## src/rtl/demux_1x8_32bit_regbank_if.sv

```systemverilog
// Bus bundle for the 1-to-8 32-bit write demux / slot bank.
// Carries write controls in and the eight slot words plus status out.
interface demux_1x8_32bit_regbank_if;
   logic        clear;
   logic        wr_en;
   logic [2:0]  wr_sel;
   logic [31:0] wr_data;
   logic [31:0] out_0;
   logic [31:0] out_1;
   logic [31:0] out_2;
   logic [31:0] out_3;
   logic [31:0] out_4;
   logic [31:0] out_5;
   logic [31:0] out_6;
   logic [31:0] out_7;
   logic [7:0]  valid;
   logic [3:0]  wr_count;
   logic [2:0]  last_sel;

   modport master (
      output clear, wr_en, wr_sel, wr_data,
      input  out_0, out_1, out_2, out_3, out_4, out_5, out_6, out_7,
      input  valid, wr_count, last_sel
   );

   modport slave (
      input  clear, wr_en, wr_sel, wr_data,
      output out_0, out_1, out_2, out_3, out_4, out_5, out_6, out_7,
      output valid, wr_count, last_sel
   );
endinterface

```

## src/rtl/demux_1x8_32bit_regbank.sv

```systemverilog
// Registered 1-to-8 32-bit write demux holding eight slots with valid flags.
// Define ZERO_SLOT_EN to hardwire slot 0 to zero (register-zero convention).
module demux_1x8_32bit_regbank (
   input logic                      clk,
   input logic                      reset,
   demux_1x8_32bit_regbank_if.slave bus
);
   localparam int unsigned DW = 32;
   localparam int unsigned NS = 8;
   localparam int unsigned CW = 4;
   localparam int unsigned SW = 3;

`ifdef ZERO_SLOT_EN
   localparam logic [NS-1:0] VALID_RST = 8'h01;
   localparam logic [CW-1:0] CNT_RST   = 4'd1;
   localparam logic [NS-1:0] SLOT_MASK = 8'hFE;
`else
   localparam logic [NS-1:0] VALID_RST = 8'h00;
   localparam logic [CW-1:0] CNT_RST   = 4'd0;
   localparam logic [NS-1:0] SLOT_MASK = 8'hFF;
`endif

   logic [SW-1:0] sel_n_c;
   logic [NS-1:0] hit_c;
   logic [NS-1:0] en_c;
   logic          new_c;

   logic [DW-1:0] slot_q [NS];
   logic [DW-1:0] slot_d [NS];
   logic [NS-1:0] valid_q, valid_d;
   logic [CW-1:0] cnt_q,   cnt_d;
   logic [SW-1:0] last_q,  last_d;

   // Gate-level one-hot decode, same structure as the read mux select tree
   assign sel_n_c  = ~bus.wr_sel;
   assign hit_c[0] = sel_n_c[2]    & sel_n_c[1]    & sel_n_c[0];
   assign hit_c[1] = sel_n_c[2]    & sel_n_c[1]    & bus.wr_sel[0];
   assign hit_c[2] = sel_n_c[2]    & bus.wr_sel[1] & sel_n_c[0];
   assign hit_c[3] = sel_n_c[2]    & bus.wr_sel[1] & bus.wr_sel[0];
   assign hit_c[4] = bus.wr_sel[2] & sel_n_c[1]    & sel_n_c[0];
   assign hit_c[5] = bus.wr_sel[2] & sel_n_c[1]    & bus.wr_sel[0];
   assign hit_c[6] = bus.wr_sel[2] & bus.wr_sel[1] & sel_n_c[0];
   assign hit_c[7] = bus.wr_sel[2] & bus.wr_sel[1] & bus.wr_sel[0];

   assign en_c  = {NS{bus.wr_en}} & hit_c & SLOT_MASK;
   assign new_c = |(en_c & ~valid_q);

   // Next state: clear dominates any coincident write
   always_comb begin
      slot_d  = slot_q;
      valid_d = valid_q;
      cnt_d   = cnt_q;
      last_d  = last_q;
      if (bus.clear) begin
         for (int unsigned i = 0; i < NS; i++) slot_d[i] = '0;
         valid_d = VALID_RST;
         cnt_d   = CNT_RST;
         last_d  = '0;
      end else if (|en_c) begin
         for (int unsigned i = 0; i < NS; i++) begin
            if (en_c[i]) slot_d[i] = bus.wr_data;
         end
         valid_d = valid_q | en_c;
         if (new_c) cnt_d = cnt_q + CW'(1);
         last_d = bus.wr_sel;
      end
   end

   always_ff @(posedge clk or posedge reset) begin
      if (reset) begin
         for (int unsigned i = 0; i < NS; i++) slot_q[i] <= '0;
         valid_q <= VALID_RST;
         cnt_q   <= CNT_RST;
         last_q  <= '0;
      end else begin
         for (int unsigned i = 0; i < NS; i++) slot_q[i] <= slot_d[i];
         valid_q <= valid_d;
         cnt_q   <= cnt_d;
         last_q  <= last_d;
      end
   end

   // Slot 0 is never loaded when hardwired, so its register stays at zero
   assign bus.out_0    = slot_q[0];
   assign bus.out_1    = slot_q[1];
   assign bus.out_2    = slot_q[2];
   assign bus.out_3    = slot_q[3];
   assign bus.out_4    = slot_q[4];
   assign bus.out_5    = slot_q[5];
   assign bus.out_6    = slot_q[6];
   assign bus.out_7    = slot_q[7];
   assign bus.valid    = valid_q;
   assign bus.wr_count = cnt_q;
   assign bus.last_sel = last_q;
endmodule
```

## src/flat_wrapper.sv

```systemverilog
// flat-port wrapper written by rule: the top's interface ports become plain ports
module demux_1x8_32bit_regbank_flat 
  (clk, reset, bus_clear, bus_wr_en, bus_wr_sel, bus_wr_data, bus_out_0, bus_out_1, bus_out_2, bus_out_3, bus_out_4, bus_out_5, bus_out_6, bus_out_7, bus_valid, bus_wr_count, bus_last_sel);
  demux_1x8_32bit_regbank_if bus_i ();
  input logic clk;
  input logic reset;
  input wire logic [$bits(bus_i.clear)-1:0] bus_clear;
  input wire logic [$bits(bus_i.wr_en)-1:0] bus_wr_en;
  input wire logic [$bits(bus_i.wr_sel)-1:0] bus_wr_sel;
  input wire logic [$bits(bus_i.wr_data)-1:0] bus_wr_data;
  output wire logic [$bits(bus_i.out_0)-1:0] bus_out_0;
  output wire logic [$bits(bus_i.out_1)-1:0] bus_out_1;
  output wire logic [$bits(bus_i.out_2)-1:0] bus_out_2;
  output wire logic [$bits(bus_i.out_3)-1:0] bus_out_3;
  output wire logic [$bits(bus_i.out_4)-1:0] bus_out_4;
  output wire logic [$bits(bus_i.out_5)-1:0] bus_out_5;
  output wire logic [$bits(bus_i.out_6)-1:0] bus_out_6;
  output wire logic [$bits(bus_i.out_7)-1:0] bus_out_7;
  output wire logic [$bits(bus_i.valid)-1:0] bus_valid;
  output wire logic [$bits(bus_i.wr_count)-1:0] bus_wr_count;
  output wire logic [$bits(bus_i.last_sel)-1:0] bus_last_sel;
  assign bus_i.clear = bus_clear;
  assign bus_i.wr_en = bus_wr_en;
  assign bus_i.wr_sel = bus_wr_sel;
  assign bus_i.wr_data = bus_wr_data;
  assign bus_out_0 = bus_i.out_0;
  assign bus_out_1 = bus_i.out_1;
  assign bus_out_2 = bus_i.out_2;
  assign bus_out_3 = bus_i.out_3;
  assign bus_out_4 = bus_i.out_4;
  assign bus_out_5 = bus_i.out_5;
  assign bus_out_6 = bus_i.out_6;
  assign bus_out_7 = bus_i.out_7;
  assign bus_valid = bus_i.valid;
  assign bus_wr_count = bus_i.wr_count;
  assign bus_last_sel = bus_i.last_sel;
  demux_1x8_32bit_regbank u_core (.clk(clk), .reset(reset), .bus(bus_i));
endmodule
```

## config.mk

```make
export PLATFORM = sky130hd
export DESIGN_NAME = demux_1x8_32bit_regbank_flat
export DESIGN_NICKNAME = d
export VERILOG_FILES = /design/src/rtl/demux_1x8_32bit_regbank_if.sv /design/src/rtl/demux_1x8_32bit_regbank.sv /design/src/flat_wrapper.sv
export SDC_FILE = /design/constraint.sdc
export NUM_CORES = 1
export LEC_CHECK = 0
export CORE_UTILIZATION = 45
export CTS_BUF_LIST = sky130_fd_sc_hd__clkbuf_2
export DETAILED_ROUTE_END_ITERATION = 12
export GPL_ROUTABILITY_DRIVEN = 0
export PLACE_DENSITY = 0.79
export SYNTH_ARGS = -nofsm -noshare
export SYNTH_HDL_FRONTEND = slang
export SYNTH_SLANG_ARGS = --single-unit
```

## constraint.sdc

```tcl
create_clock -name clk -period 8.8 [get_ports clk]
set_input_delay 1.32 -clock clk [delete_from_list [all_inputs] [get_ports clk]]
set_output_delay 1.32 -clock clk [all_outputs]
set_load 0.01 [all_outputs]
```

==> Implementation_results.wiki <==
{| class="wikitable"
! Metric !! Value
|-
| Die height || 157.8 um
|-
| Max H-tree Level || 3
|-
| Depth of the worst register-to-register path || 4
|-
| Type of destination of the critical path || output port
|-
| Vias after detailed routing || 9724
|-
| All-layer global routing usage || 0.2828
|-
| Data required time at the worst endpoint || 7480 ps
|-
| Worst clock skew on the final layout || 8.472 ps
|-
| Crit-path max cell delay || 580 ps
|-
| Fraction of final layout cells with drive strength greater than 1 || 0.08501
|-
| Core footprint || 0.02361 sq mm
|-
| Synthesized area divided by synthesized cell count || 8.884 sq um
|-
| Maximum buffer depth of the clock tree || 3
|-
| Endpoint of the lowest-slack register-to-register path || u_core.bus.wr_count[2]
|-
| Slew at the pin with the worst max-slew slack || 1326 ps
|-
| Largest net degree at the start of global routing || 157
|-
| Maximum net fanout on the critical path || 5
|-
| Port Buffer Count || 309
|-
| Setup TNS || 0 ps
|-
| End point of the critical path || bus_wr_count[0]
|-
| Avg WL per Cell || 18.70 um
|-
| Areal power density over the cells || 158.2 mW/mm^2
|-
| Final Cycle Share || 0.3518
|-
| Number of cells produced by synthesis || 1229
|-
| Area growth from synthesis to layout || 33.89%
|-
| Status || finished, final reports clean
|-
| Period minus WS final || 3096 ps
|-
| Count of different cell masters after synthesis || 26
|-
| Area of all placed cells without fillers || 0.01462 sq mm
|-
| Cell area after placement || 0.01408 sq mm
|-
| Number of global-route vias before repair || 9599
|-
| Hold-fix buffers, CTS || 0
|-
| Clock sink count || 271
|-
| Crit-path leading delay family || buffers and inverters
|-
| Crit path launch type || register
|-
| Worst path depth || 1
|-
| Count of boundary I/O pins || 310
|-
| Final antenna-violating net count || 0
|-
| Final hold violation count || 0
|-
| Die Area || 0.02489 sq mm
|-
| Estimated wirelength of the detail-placed design || 21590 um
|-
| Leakage power || 6.117 nW
|-
| CTS tree || yes
|-
| Max-cap violations || 0
|-
| Die W || 157.8 um
|-
| Setup crit start || u_core.bus.wr_count[0]
|-
| Number of nets in the layout || 1544
|-
| Crit-path cells || clkdlybuf4s50_1
|-
| Number of buffer and inverter stages on the critical path || 1
|-
| CTS Buf Count || 70
|-
| Site row count || 56
|-
| R2R Setup Slk || 7000 ps
|-
| Number of gates resized after cts || 0
|-
| Max Clock Freq || 323.0 MHz
|-
| Initial Utilization || 0.4624
|-
| Yosys reg bits || 271
|-
| Post-Syn Area || 0.01092 sq mm
|-
| Slew Viols, Final || 0
|-
| Wirelength, routed || 34800 um
|-
| Global-route wire length before repair || 53410 um
|-
| Seq/Total Area, Yosys || 0.6211
|-
| Initial antenna violation count || 1
|-
| Cell at the root of the clock tree || sky130_fd_sc_hd__clkbuf_2
|-
| Type of the worst min-delay path || reg -> reg
|-
| Slew margin rel. || 0.1142
|-
| Unrepaired setup endpoints after global routing || false
|-
| Count of endpoints failing setup in the final report || 0
|-
| CP Class || reg -> out
|-
| Maximum vdd drop || 0.1058 mV
|-
| Clock latency reported for the late side of the worst-skew pair || 770 ps
|-
| Remaining DRCs || 0
|-
| Syn. warnings || 0
|-
| Drt pass-1 iters || 5
|-
| Overflow after GRT || 0
|-
| CP max-delay cell || sky130_fd_sc_hd__clkdlybuf4s50_1
|-
| CTS clock-pin slew for the worst setup and hold paths || 100 ps
|-
| Worst R2R Start || u_core.bus.valid[4]
|-
| CP arrival || 1780 ps
|-
| Via density per instance || 5.225
|-
| Setup Fix Bufs, Post-CTS || 0
|-
| Initial DRC count || 707
|-
| Net Count, Synth || 1269
|}
[how the worst min path moves through the flow]
stage	startpoint	cells after the start	to	slack, ps
3_3_place_gp	u_core.bus.valid[1]	2	u_core.bus.valid[1]	500
2_1_floorplan	u_core.bus.valid[4]	2	u_core.bus.valid[4]	550
6_report	u_core.bus.out_2[19]	2	u_core.bus.out_2[19]	520
5_1_grt	u_core.bus.out_2[8]	2	u_core.bus.out_2[8]	540
4_1_cts	u_core.bus.out_4[13]	2	u_core.bus.out_4[13]	530
3_5_place_dp	u_core.bus.valid[3]	2	u_core.bus.valid[3]	510
[stage by stage]
stage	utilization	setup WS, ps	power [W]	hold slack (ps)	std cells
after global placement	0.5962	5086	0.001539	501.1	1751
final	0.6191	5704	0.002313	524.7	1861
after global routing	0.6191	5585	0.002424	538.2	1861
after detailed placement	0.5962	5038	0.001544	512.6	1751
after CTS	0.6190	5620	0.002339	527.1	1860
after floorplan	-	12.98	0.001429	545.3	1229
[cells in the mapped netlist (all sizes together)]
master	n	area [sq um]
nor2b	5	31.28
or2b	2	15.01
or2	2	12.52
a21oi	259	1296
nand2	519	1948
dfrtp	271	6782
a2bb2oi	1	8.760
inv	1	3.750
mux4	1	22.52
and2b	1	7.510
nand3	4	20.02
ha	1	12.51
clkbuf	67	251.5
mux2i	4	40.04
nor2	29	108.9
nand2b	6	37.54
nand4	2	12.51
mux2	4	45.04
nor3	2	15.01
a21boi	1	11.26
buf	47	236.5
[layout by cell type (no fill, tap or decap), types with 2 or more instances in the layout]
master / instances
sky130_fd_sc_hd__dfrtp_1: 271
sky130_fd_sc_hd__or2b_1: 2
sky130_fd_sc_hd__clkinv_1: 2
sky130_fd_sc_hd__mux2_1: 3
sky130_fd_sc_hd__nand2_1: 519
sky130_fd_sc_hd__nor2_4: 6
sky130_fd_sc_hd__mux2i_1: 4
sky130_fd_sc_hd__a21oi_1: 259
sky130_fd_sc_hd__nor2b_1: 5
sky130_fd_sc_hd__inv_2: 4
sky130_fd_sc_hd__nand4_1: 2
sky130_fd_sc_hd__buf_4: 7
sky130_fd_sc_hd__nand3_2: 3
sky130_fd_sc_hd__clkdlybuf4s50_1: 308
sky130_fd_sc_hd__nor2_1: 23
sky130_fd_sc_hd__nand2b_1: 6
sky130_fd_sc_hd__clkbuf_2: 103
[state kept, by name, summed over array words and instances (netlist names)]
signal	cells
u_core.bus.out_3	32
u_core.bus.out_5	32
u_core.bus.last_sel	3
u_core.bus.out_7	32
u_core.bus.out_1	32
u_core.bus.out_4	32
u_core.bus.out_6	32
u_core.bus.wr_count	4
u_core.bus.out_0	32
u_core.bus.out_2	32
u_core.bus.valid	8
[power by group]
part	internal, W	switching (W)
clock	0.000303	0.000491
sequential	0.00127	0.0000159
combinational	0.0000849	0.000147
[per-layer routing]
layer | up-vias | routed length (um) | track usage
met5 | - | 0 | 0
met4 | 0 | 971 | 0.1197
met3 | 62 | 3218 | 0.08541
met2 | 418 | 16750 | 0.4554
met1 | 4749 | 13860 | 0.3537
li1 | 4495 | - | -
[cell type report]
class,count,area (sq um)
fill,2027,8995
sequential,271,6782
multi-input combinational,843,3716
timing repair buffer,317,3169
clock buffer,103,515.5
tap,319,399.1
clock inverter,6,22.52
inverter,1,11.26
antenna,1,2.502
[kinds of logic after synthesis]
kind of cell,synth area share
fa+ha+maj,0.001146
flops,0.6211
simple gates,0.2023
compound gates,0.1206
buf+inv,0.04504
mux,0.009855
(Power assumes the default switching activity.)
